--- src/rtl/apb_slave_regbank.sv ---
// rtl/apb_slave_regbank.sv - APB3 slave register bank with programmable wait states and PSLVERR.
// Holds NUM_REGS RW registers, a wait-state config, a write counter and a constant ID word.
module apb_slave_regbank #(
  parameter int          NUM_REGS     = 16,
  parameter logic [31:0] BASE_ADDR    = 32'h0000_0000,
  parameter logic [3:0]  DEFAULT_WAIT = 4'd0,
  parameter logic [31:0] ID_VALUE     = 32'hA9B0_0001
) (
  input  logic                    PCLK,
  input  logic                    PRESET,
  input  logic [31:0]             PADDR,
  input  logic                    PWRITE,
  input  logic                    PSEL,
  input  logic                    PENABLE,
  input  logic [31:0]             PWDATA,
  output logic [31:0]             PRDATA,
  output logic                    PREADY,
  output logic                    PSLVERR,
  output logic [32*NUM_REGS-1:0]  reg_out
);

  localparam logic [6:0] NUM_REGS_W = 7'(NUM_REGS);

  typedef enum logic [1:0] {ST_IDLE, ST_WAIT, ST_DONE} state_t;

  state_t      state, next_state;
  logic [3:0]  cnt, next_cnt, wait_cfg;
  logic [31:0] regs [NUM_REGS];
  logic [31:0] wr_count, offset, reg_rd, rd_data;
  logic        hit_reg, err, complete, wr_ok;

  // Address decode runs on the live bus; the result is only used at the completion edge.
  always_comb begin
    offset  = PADDR - BASE_ADDR;
    hit_reg = (offset[31:8] == 24'd0) && ({1'b0, offset[7:2]} < NUM_REGS_W);
    reg_rd  = '0;
    for (int i = 0; i < NUM_REGS; i++) begin
      if (offset[7:2] == i[5:0]) reg_rd = regs[i];
    end
    rd_data = '0;
    err     = 1'b0;
    if (PADDR[1:0] != 2'b00) begin
      err = 1'b1;
    end else if (hit_reg) begin
      rd_data = reg_rd;
    end else if (offset == 32'h100) begin
      rd_data = {28'd0, wait_cfg};
    end else if (offset == 32'h104) begin
      rd_data = wr_count;
      err     = PWRITE;
    end else if (offset == 32'h108) begin
      rd_data = ID_VALUE;
      err     = PWRITE;
    end else begin
      err = 1'b1;
    end
  end

  always_comb begin
    next_state = state;
    next_cnt   = cnt;
    complete   = 1'b0;
    case (state)
      ST_IDLE: begin
        if (PSEL && !PENABLE) begin
          next_state = ST_WAIT;
          next_cnt   = wait_cfg;
        end
      end
      ST_WAIT: begin
        if (!PSEL) begin
          next_state = ST_IDLE;
        end else if (PENABLE) begin
          if (cnt != 4'd0) begin
            next_cnt = cnt - 4'd1;
          end else begin
            complete   = 1'b1;
            next_state = ST_DONE;
          end
        end
      end
      ST_DONE: begin
        if (PSEL && !PENABLE) begin
          next_state = ST_WAIT;
          next_cnt   = wait_cfg;
        end else begin
          next_state = ST_IDLE;
        end
      end
      default: next_state = ST_IDLE;
    endcase
  end

  assign wr_ok = complete && PWRITE && !err;

  always_ff @(posedge PCLK) begin
    if (PRESET) begin
      state    <= ST_IDLE;
      cnt      <= 4'd0;
      PREADY   <= 1'b0;
      PSLVERR  <= 1'b0;
      PRDATA   <= '0;
      wait_cfg <= DEFAULT_WAIT;
      wr_count <= '0;
      for (int i = 0; i < NUM_REGS; i++) regs[i] <= '0;
    end else begin
      state   <= next_state;
      cnt     <= next_cnt;
      PREADY  <= complete;
      PSLVERR <= complete && err;
      PRDATA  <= (complete && !err && !PWRITE) ? rd_data : 32'd0;
      if (wr_ok) begin
        wr_count <= wr_count + 32'd1;
        if (offset == 32'h100) wait_cfg <= PWDATA[3:0];
        for (int i = 0; i < NUM_REGS; i++) begin
          if (hit_reg && offset[7:2] == i[5:0]) regs[i] <= PWDATA;
        end
      end
    end
  end

  for (genvar g = 0; g < NUM_REGS; g++) begin : g_reg_out
    assign reg_out[32*g +: 32] = regs[g];
  end

endmodule

--- config.mk ---
export PLATFORM = sky130hd
export DESIGN_NAME = apb_slave_regbank
export DESIGN_NICKNAME = d
export VERILOG_FILES = /design/src/rtl/apb_slave_regbank.sv
export SDC_FILE = /design/constraint.sdc
export NUM_CORES = 1
export LEC_CHECK = 0
export ABC_CLOCK_PERIOD_IN_PS = 6000
export CAP_MARGIN = 15
export CORE_AREA = 2 2 238 240
export CTS_CLUSTER_SIZE = 28
export DETAILED_ROUTE_END_ITERATION = 16
export DIE_AREA = 0 0 240 242
export PLACE_DENSITY = 0.72
export SLEW_MARGIN = 10
export SYNTH_ARGS = -nofsm -noshare
export SYNTH_HDL_FRONTEND = slang
export SYNTH_SLANG_ARGS = --single-unit
--- constraint.sdc ---
create_clock -name PCLK -period 6 [get_ports PCLK]
set_input_delay 1.8 -clock PCLK [delete_from_list [all_inputs] [get_ports PCLK]]
set_output_delay 1.8 -clock PCLK [all_outputs]
set_load 0.01 [all_outputs]
Word-level counts from Yosys, hierarchy flattened
Memories as Yosys holds them, arrays and structs flattened.
Cells that the tools add are included.
- register bits: 76
- latch bits: 0
- bits in writable memories: 512
- bits in read-only memories: 0
- input bits: 69
- output and inout port bits: 546
- logic and storage cells: 214
- memories kept: 1
- $add $sub $neg: 2
- $mul: 0
- divide/modulo/power cells: 0
- magnitude comparators: 1
- equality and inequality tests: 27
- shifts and indexed selects: 0
- multiplexer cells: 122
- bitwise gates (word level): 17
- reduce and logical (&&, ||, !) cells: 37
- memory list (memory ; depth ; width ; rd ports ; clocked after memory_dff ; wr ports ; line ; source):
    regs ; 16 ; 32 ; 16 ; 0 ; 16 ; 28 ; logic [31:0] regs [NUM_REGS];
- operator list (operator ; number):
    2-to-1 mux 32 bit ; 36
    equality test 32 x 9 -> 1 bit, second input constant ; 3
    2-to-1 mux 1 bit ; 76
    equality test 6 x 4 -> 1 bit, second input constant ; 8
    adder 32 x 1 -> 32 bit, second input constant ; 1
    equality test 6 x 3 -> 1 bit, second input constant ; 4
    logical NOT 24 bit ; 1
    logical AND 1 bit ; 23
    2-to-1 mux 4 bit ; 4
    OR 1 bit ; 16
    equality test 6 x 2 -> 1 bit, second input constant ; 2
    2-to-1 mux 2 bit ; 4
    != test 2 bit, second input constant ; 4
    one-hot mux 4 bit (2 select lines) ; 1
    equality test 6 x 1 -> 1 bit, second input constant ; 1
    logical NOT 6 bit ; 1
    less-than comparator 6 x 5 -> 1 bit, second input constant ; 1
    != test 3 bit, second input constant ; 2
    one-hot mux 2 bit (3 select lines) ; 1
    AND reduction 5 bit ; 1
    nonzero test 2 bit ; 2
    nonzero test 4 bit ; 1
    subtractor 4 x 1 -> 4 bit, second input constant ; 1
    logical NOT 1 bit ; 3
    9 further kinds ; 9

Longest topological paths before layout
Gate-level depths: netlist of run 1.
- word-level depth: 18
- depth in mapped cells: 10
- mapped depth without buffers: 8

Worst setup path after synthesis of run 1
No wires, ideal clock.
- path kind: in2reg
- start point: input PADDR[1]
- end point: memory regs[6][0], in the netlist regs[0][192], enable pin
- setup time: 394 ps
- arrival: 3968 ps
- required time: 5606 ps
- slack: 1638 ps
- cell stages on the path: 6
- path buffers: 1
- cells stage by stage: or2_2 > or4_4 > nor3_4 > buf_4 > nand2_2 > nand2b_1
- RTL lines (element ; line ; source):
    start: declaration ; 11 ; input logic [31:0] PADDR,
    end: declaration ; 28 ;

==> results.cfg, run 1 <==
[status]
outcome = complete, no violations

[pwr]
power-per-cell-area_mw_per_mm2 = 284
p_leak_nw = 11.9
ir_drop_uv = 206

[global_route]
grtUsageTotal = 0.342
grt_max_degree = 57
grt_pass1_vias = 19400
grt_pass1_wl_um = 142000
antenna_found_initial = 0
grt_overflow = 0

[sta]
finalSetupViolations = 0
finalCritPeriodShare = 0.766
fin_tns_setup_ps = 0
clock_skew_ps = 19.1
slew_headroom = 0.309
post-route-min-period_ps = 4590
drv_slew = 0
rsz0062_at_grt = no
hold_viol_final = 0
fmax_mhz = 218
worst_slew_pin_slew_ps = 1010

[placed_design]
hpwlAfterDp_um = 75000
gp_congestion = 1.02
portBuffers = 614
dp_cells = 3210

[detailed_routing]
vias = 19900
routed_wl_um = 102000
m1WireLength_um = 38400
route.detailed.drc = 0
ant_nets = 0
drtPass1Iterations = 6
wl_met2_um = 47600
vias_per_cell = 6.01
routed.top_layer = met4
drtIter0Drc = 2658
met3_length_um = 12000
wire_per_inst_um = 30.7

[critical_path]
critPathMaxFanout = 32
path_cells = clkdlybuf4s50_1 > nor4_1 > nand4_1 > or2_2 > nor3_4 > nand3_1 > nand2b_2
crit_end = regs[0][17]
crit_slowest_cell = nand2b_2
end_kind = register
start_kind = primary input
reg2reg_to = regs[0][17]
rr_worst_depth = 7
crit_type = primary input to register
regToRegSetupSlack_ps = 2500
reg2reg_from = cnt[0]
crit_buf_inv = 1
cp.arrival_ps = 4840
worst_ep_required_time_ps = 6240
worstSetupStartpoint = PADDR[21]
crit_cells = 7
max_stage_delay_ps = 750
crit_family = simple AND/OR/NAND/NOR gates

[die]
row_count = 87
coreArea_mm2 = 0.0557
initial_utilization = 0.446
die_h_um = 242
die-area_mm2 = 0.0581
die_x_um = 240
io_pins = 615

[cells_and_area]
layout-drive-gt1-share = 0.0945
final_common_cell = clkdlybuf4s50_1
area_growth_syn_to_layout_pct = 36.1
final_nets = 2587
fin_cells = 3318
final_cell_mix = 611 x clkdlybuf4s50_1, 512 x edfxtp_1, 412 x nor2_1

[synthesis]
postSynthCellCount = 1934
avgSynthCellArea_um2 = 12.8
yosysSeqAreaShare = 0.680
synth-edff-count = 512
ys_ff_latch = 588
synth_nets = 2005
synthFlopType = edfxtp_1
yosysWarnings = 0
syn_area_mm2 = 0.0249
async_flop_share = 0
yosysUniqueCellTypes = 73

[clock_tree]
cts_num_sinks = 588
post_cts_buffers = 0
cts.hold.buffers_added = 0
clockRootBuffer = clkbuf_16
cts_buffer_depth = 3
cts_tree = yes
numCtsBuffers = 60
htree_levels = 2
postCtsResizedCells = 0
clk_pin_slew_ps = 60
clock_latency_ps = 630

[hold_path]
hold_class = register to register

[flow_run]
cap_viol_max_count = 0
## worst min-delay path by stage
stage                     endpoint  cells after the start      from  slack [ps]
final                     state[0]                      1  state[1]         480
after floorplan           state[0]                      1  state[1]         410
after global placement    state[0]                      1  state[1]         420
after global routing      state[0]                      1  state[1]         480
after CTS                 state[0]                      1  state[1]         450
after detailed placement  state[0]                      1  state[1]         440
## layer usage
metal  up-vias  global-route usage
li1       8325                   -
met5         -                   0
met3       230              0.0902
met1      9892               0.452
met4         0               0.114
met2      1493               0.548
## cell type report
cell class,count,area [um^2]
clock inverter,31,325
antenna,1,2.50
multi-input combinational,1149,7210
clock buffer,76,1590
fill,4442,21900
inverter,42,158
sequential,588,16900
timing repair buffer,675,6690
tap,756,946
## cell families after synthesis
family | synth area share
multiplexers | 0.0594
AO/OA/AOI/OAI | 0.0952
buffers and inverters | 0.0324
AND/OR/NAND/NOR | 0.122
XOR/XNOR | 0.00987
flip-flops | 0.680
adder cells (fa/ha/maj) | 0.00101
## cell usage after synthesis (all sizes together), types with 5 or more instances
master   count  share of area
edfxtp     512           0.62
nor2       416          0.063
clkbuf     106          0.016
a21oi       98          0.020
dfxtp       76          0.061
o21ai       69          0.014
mux2i       62          0.025
nand2       53         0.0084
nand2b      50          0.013
buf         49          0.010
inv         41         0.0062
mux4        30          0.027
nand3       26         0.0052
xor2        26         0.0092
o221ai      25         0.0088
o22ai       25         0.0063
nand4       22         0.0055
a221o       21         0.0085
a221oi      16         0.0056
a22oi       16         0.0048
mux2        16         0.0072
nor3        15         0.0041
and3        14         0.0035
o22a        14         0.0049
a22o        12         0.0042
nor4        10         0.0034
o2bb2ai     10         0.0035
or2         10         0.0025
nor2b        9         0.0023
and2         8         0.0020
or3          6         0.0015
a31oi        5         0.0013
## per-stage QoR
step | hold slack (ps) | cell area (um^2) | setup slack [ps] | utilization | total power, mW
6_report | 478 | 33800 | 1410 | 0.607 | 9.62
5_1_grt | 477 | 33800 | 1230 | 0.607 | 9.81
4_1_cts | 451 | 33800 | 1400 | 0.607 | 9.61
3_5_place_dp | 442 | 31900 | 760 | 0.572 | 5.92
3_3_place_gp | 420 | 31900 | 918 | 0.572 | 5.91
2_1_floorplan | 413 | 24900 | 1640 | - | 5.21
## report_power, final
part / total [mW] / leakage (nW) / switching, mW / internal (mW)
registers: 4.82 / 5.70 / 0.169 / 4.65
logic: 1.04 / 5.22 / 0.567 / 0.469
clock network: 3.76 / 0.944 / 1.60 / 2.16
total: 9.62 / 11.9 / 2.34 / 7.28
## state kept, by name (all words and copies together), names as in the netlist
register,flops
wait_cfg,4
PREADY,1
cnt,4
wr_count,32
PRDATA,32
regs,512
PSLVERR,1
state,2
Power figures use the tool's default switching activity.
==> inputs of run 2 (changes only) <==
Settings changed: ABC_CLOCK_PERIOD_IN_PS 6000 to 4300, CORE_AREA 2 2 238 240 to 2 2 240 242, DIE_AREA 0 0 240 242 to 0 0 242 244, PLACE_DENSITY 0.72 to 0.71.
Clock period 6 ns to 4.3 ns, I/O delays scaled along.
==> run 2 against run 1 <==
  * Utilization rose by 0.77 points
  * Via count up 1.1%
  * Combinational power grew 46%
  * Clock skew grew 12 ps
  * Register-to-register slack lost 1200 ps
  * Power rose by 39%
  * Clock power is 37% higher
  * Largest cell class unchanged
  * Largest power group unchanged
  * Highest routed layer unchanged
==> results.cfg, run 2 (synthesis results as in run 1) <==
[status]
outcome = complete, no violations

[detailed_routing]
vias = 20200
wire_per_inst_um = 30.2
route.detailed.drc = 0
vias_per_cell = 5.96
drtPass1Iterations = 6
drtIter0Drc = 2411
routed_wl_um = 102000
ant_nets = 0

[critical_path]
worst_ep_required_time_ps = 4810
reg2reg_from = cnt[0]
rr_worst_depth = 9
reg2reg_to = regs[0][62]
end_kind = register
crit_type = primary input to register
regToRegSetupSlack_ps = 1340
critPathMaxFanout = 34
start_kind = primary input
path_cells = clkdlybuf4s50_1 > buf_12 > nor4b_2 > buf_4 > nand2_1 > o221ai_1 > o22ai_1 > a22o_1
cp.arrival_ps = 4070
crit_slowest_cell = o221ai_1
max_stage_delay_ps = 580

[sta]
finalCritPeriodShare = 0.828
hold_slack_ps = 455
post-route-min-period_ps = 3560
fin_tns_setup_ps = 0
hold_viol_final = 0
rsz0062_at_grt = no
slew_headroom = 0.422
setup_slack_ps = 740
finalSetupViolations = 0
drv_slew = 0
worst_slew_pin_slew_ps = 845
fmax_mhz = 281
clock_skew_ps = 30.7

[clock_tree]
cts.hold.buffers_added = 0
postCtsResizedCells = 0
post_cts_buffers = 0
clockRootBuffer = clkbuf_16
cts_num_sinks = 588
clock_latency_ps = 630
cts_tree = yes
htree_levels = 2
cts_buffer_depth = 3
numCtsBuffers = 60
clk_pin_slew_ps = 60

[global_route]
grt_overflow = 0
grt_pass1_wl_um = 145000
use_met3 = 0.0983
grtUsageTotal = 0.339
busiest_layer = met2
use_met2 = 0.539
grt_max_degree = 40
antenna_found_initial = 1
use_met1 = 0.447
grt_pass1_vias = 19700

[cells_and_area]
final_core_util = 0.615
design_area_mm2 = 0.0345
final_common_cell = clkdlybuf4s50_1
final_nets = 2646
diodes = 0
area_growth_syn_to_layout_pct = 38.9
final_cell_mix = 611 x clkdlybuf4s50_1, 512 x edfxtp_1, 412 x nor2_1
fill_cells = 4374
top_register = regs
largest_register_ffs = 512
layout-drive-gt1-share = 0.119
top_regs = regs: 512 flops, PRDATA: 32 flops, wr_count: 32 flops

[flow_run]
cap_viol_max_count = 0

[hold_path]
hold_class = register to register
hold_depth = 1
hold_end = state[0]
min-delay-start = state[1]

[die]
coreArea_mm2 = 0.0562
die_h_um = 244
io_pins = 615
die_x_um = 242
die-area_mm2 = 0.0590
initial_utilization = 0.442
row_count = 87

[placed_design]
portBuffers = 614
gp_congestion = 1.04
place_ws_ps = 200
hpwlAfterDp_um = 75800
post_dp_cell_area_mm2 = 0.0326

[pwr]
p_leak_nw = 12.2
power-per-cell-area_mw_per_mm2 = 387
ir_drop_uv = 340
## run 2: worst max path at each step
stage	start	to	slack (ps)	cells past startpoint
after floorplan	PADDR[1]	regs[0][192]	450	6
after global placement	PADDR[4]	regs[1][15]	210	8
after detailed placement	PADDR[9]	regs[0][17]	200	9
after CTS	PADDR[9]	regs[0][54]	830	9
after global routing	PADDR[9]	regs[0][62]	640	9
final	PADDR[4]	PRDATA[14]	740	8
## run 2: area by class of cell
class | instances | area, um^2 | share of cell area
sequential | 588 | 16900 | 0.489
timing repair buffer | 734 | 7370 | 0.214
multi-input combinational | 1149 | 7210 | 0.209
clock buffer | 71 | 1600 | 0.0465
tap | 756 | 946 | 0.0274
clock inverter | 42 | 337 | 0.00975
inverter | 42 | 158 | 0.00457
## run 2: where the power goes
group	switching (mW)	internal [mW]	total (mW)
clock	2.25	2.91	5.15
combinational	0.822	0.699	1.52
sequential	0.210	6.48	6.69
## run 2: worst max-delay path, delay by kind of cell
kind / cells / cell delay (ps)
AO/OA/AOI/OAI: 3 / 1070
buffers and inverters: 3 / 1000
AND/OR/NAND/NOR: 2 / 700
## run 2: metal layers
metal,up-vias,routed length [um]
met5,-,0
met4,0,3810
met3,192,12600
met2,1422,47600
met1,10100,38300
li1,8450,-
## run 2: through the flow
stage               instances  power [mW]
floorplan                1934        7.26
global placement         3269        8.29
detailed placement       3269        8.31
CTS                      3382        13.4
global route             3382        13.7
finish                   3382        13.4
==> inputs of run 3 (changes only) <==
Settings changed: ABC_CLOCK_PERIOD_IN_PS 4300 to 3310.
Clock period 4.3 ns to 3.31 ns, I/O delays scaled along.
==> run 3 against run 2 <==
  * Register-to-register slack worse by 1000 ps
  * Die area unchanged
  * Sequential cell count unchanged
  * Utilization increased by 2.1 points
  * Clock skew down 2.0 ps
  * Routed wire length is 4.4% higher
  * Setup slack got worse by 520 ps
  * Power is 32% higher
  * Largest cell class unchanged
  * Highest routed layer is now met5
==> results.cfg, run 3 (synthesis results as in run 1) <==
[status]
outcome = complete, no violations

[cells_and_area]
final_common_cell = clkdlybuf4s50_1
multi_input_area_mm2 = 0.00721
final_nets = 2769
register_area_mm2 = 0.0169
layout-drive-gt1-share = 0.158
final_core_util = 0.636
diodes = 0
top_regs = regs: 512 flops, PRDATA: 32 flops, wr_count: 32 flops
area_growth_syn_to_layout_pct = 43.6
largest_register_ffs = 512
final_cell_mix = 611 x clkdlybuf4s50_1, 512 x edfxtp_1, 412 x nor2_1
fin_cells = 3505
design_area_mm2 = 0.0357
top_register = regs
fill_cells = 4223

[critical_path]
crit_type = primary input to register
crit_buf_inv = 3
start_kind = primary input
path_cells = clkdlybuf4s50_1 > nor4_1 > nand4_1 > or2_2 > nor3_4 > buf_12 > nand3_1 > nand2b_2 > buf_12
rr_worst_depth = 9
crit_family = simple AND/OR/NAND/NOR gates
worstSetupStartpoint = PADDR[27]
worst_ep_required_time_ps = 3650
critPathMostFrequentCell = buf_12
max_stage_delay_ps = 430
cp.arrival_ps = 3430
critPathMaxFanout = 24
crit_cells = 9
reg2reg_to = regs[0][14]
regToRegSetupSlack_ps = 330
end_kind = register
reg2reg_from = cnt[0]
crit_end = regs[0][14]
crit_slowest_cell = or2_2

[sta]
setup_slack_ps = 220
fin_tns_setup_ps = 0
rsz0062_at_grt = no
hold_slack_ps = 487
hold_viol_final = 0
fmax_mhz = 324
drv_slew = 0
post-route-min-period_ps = 3090
clock_skew_ps = 28.7
finalSetupViolations = 0
worst_slew_pin_slew_ps = 744
finalCritPeriodShare = 0.934
slew_headroom = 0.491

[global_route]
grtUsageTotal = 0.352
antenna_found_initial = 2
grt_max_degree = 89
grt_pass1_vias = 20500
grt_pass1_wl_um = 151000
grt_overflow = 0

[detailed_routing]
drtPass1Iterations = 8
drtIter0Drc = 3188
vias = 21100
wire_per_inst_um = 30.5
ant_nets = 0
routed_wl_um = 107000
vias_per_cell = 6.02
route.detailed.drc = 0

[clock_tree]
clock_latency_ps = 650
cts_buffer_depth = 3
cts_num_sinks = 588
clk_pin_slew_ps = 60
htree_levels = 2
post_cts_buffers = 0
cts_tree = yes
numCtsBuffers = 60
cts.hold.buffers_added = 0
postCtsResizedCells = 0
clockRootBuffer = clkbuf_16

[die]
die-area_mm2 = 0.0590
initial_utilization = 0.442
coreArea_mm2 = 0.0562
io_pins = 615
row_count = 87
die_x_um = 242
die_h_um = 244

[placed_design]
portBuffers = 614
hpwlAfterDp_um = 81200
post_dp_cell_area_mm2 = 0.0338
place_ws_ps = -379
dp_cells = 3392
gp_congestion = 1.03

[hold_path]
hold_class = register to register

[pwr]
ir_drop_uv = 387
p_leak_nw = 12.9
power-per-cell-area_mw_per_mm2 = 493
power_mw = 17.6

[flow_run]
cap_viol_max_count = 0
run 3: cell types whose count changed in the layout (fill, tap and decap cells not counted), sizes merged:
| cell | delta |
|---|---|
| inv | -1 |
| bufinv | +1 |
| buf | +123 |
| clkinv | +2 |
| clkbuf | +3 |
| clkinvlp | -5 |
run 3: how the worst min path moves through the flow:
stage,start,to,slack [ps],depth (start not counted)
after global routing,state[1],state[0],480,1
after detailed placement,state[1],state[0],450,1
after CTS,state[1],state[0],460,1
after global placement,state[1],state[0],420,1
after floorplan,state[1],state[0],410,1
final,state[1],state[0],490,1
run 3: final cells by class:
type,instances,area share
clock buffer,74,0.0447
clock inverter,39,0.00971
inverter,42,0.00442
multi-input combinational,1149,0.202
sequential,588,0.473
tap,756,0.0265
timing repair buffer,857,0.239
run 3: layer usage:
| metal | GRT usage | wire [um] | vias to the layer above |
|---|---|---|---|
| li1 | - | - | 8713 |
| met1 | 0.471 | 40100 | 10500 |
| met2 | 0.550 | 48900 | 1625 |
| met3 | 0.0975 | 13400 | 245 |
| met4 | 0.133 | 4300 | 2 |
| met5 | 0 | 11 | - |
run 3: power breakdown:
| group | internal, mW | switching (mW) |
|---|---|---|
| clock | 3.81 | 3.00 |
| sequential | 8.42 | 0.315 |
| combinational | 0.989 | 1.07 |
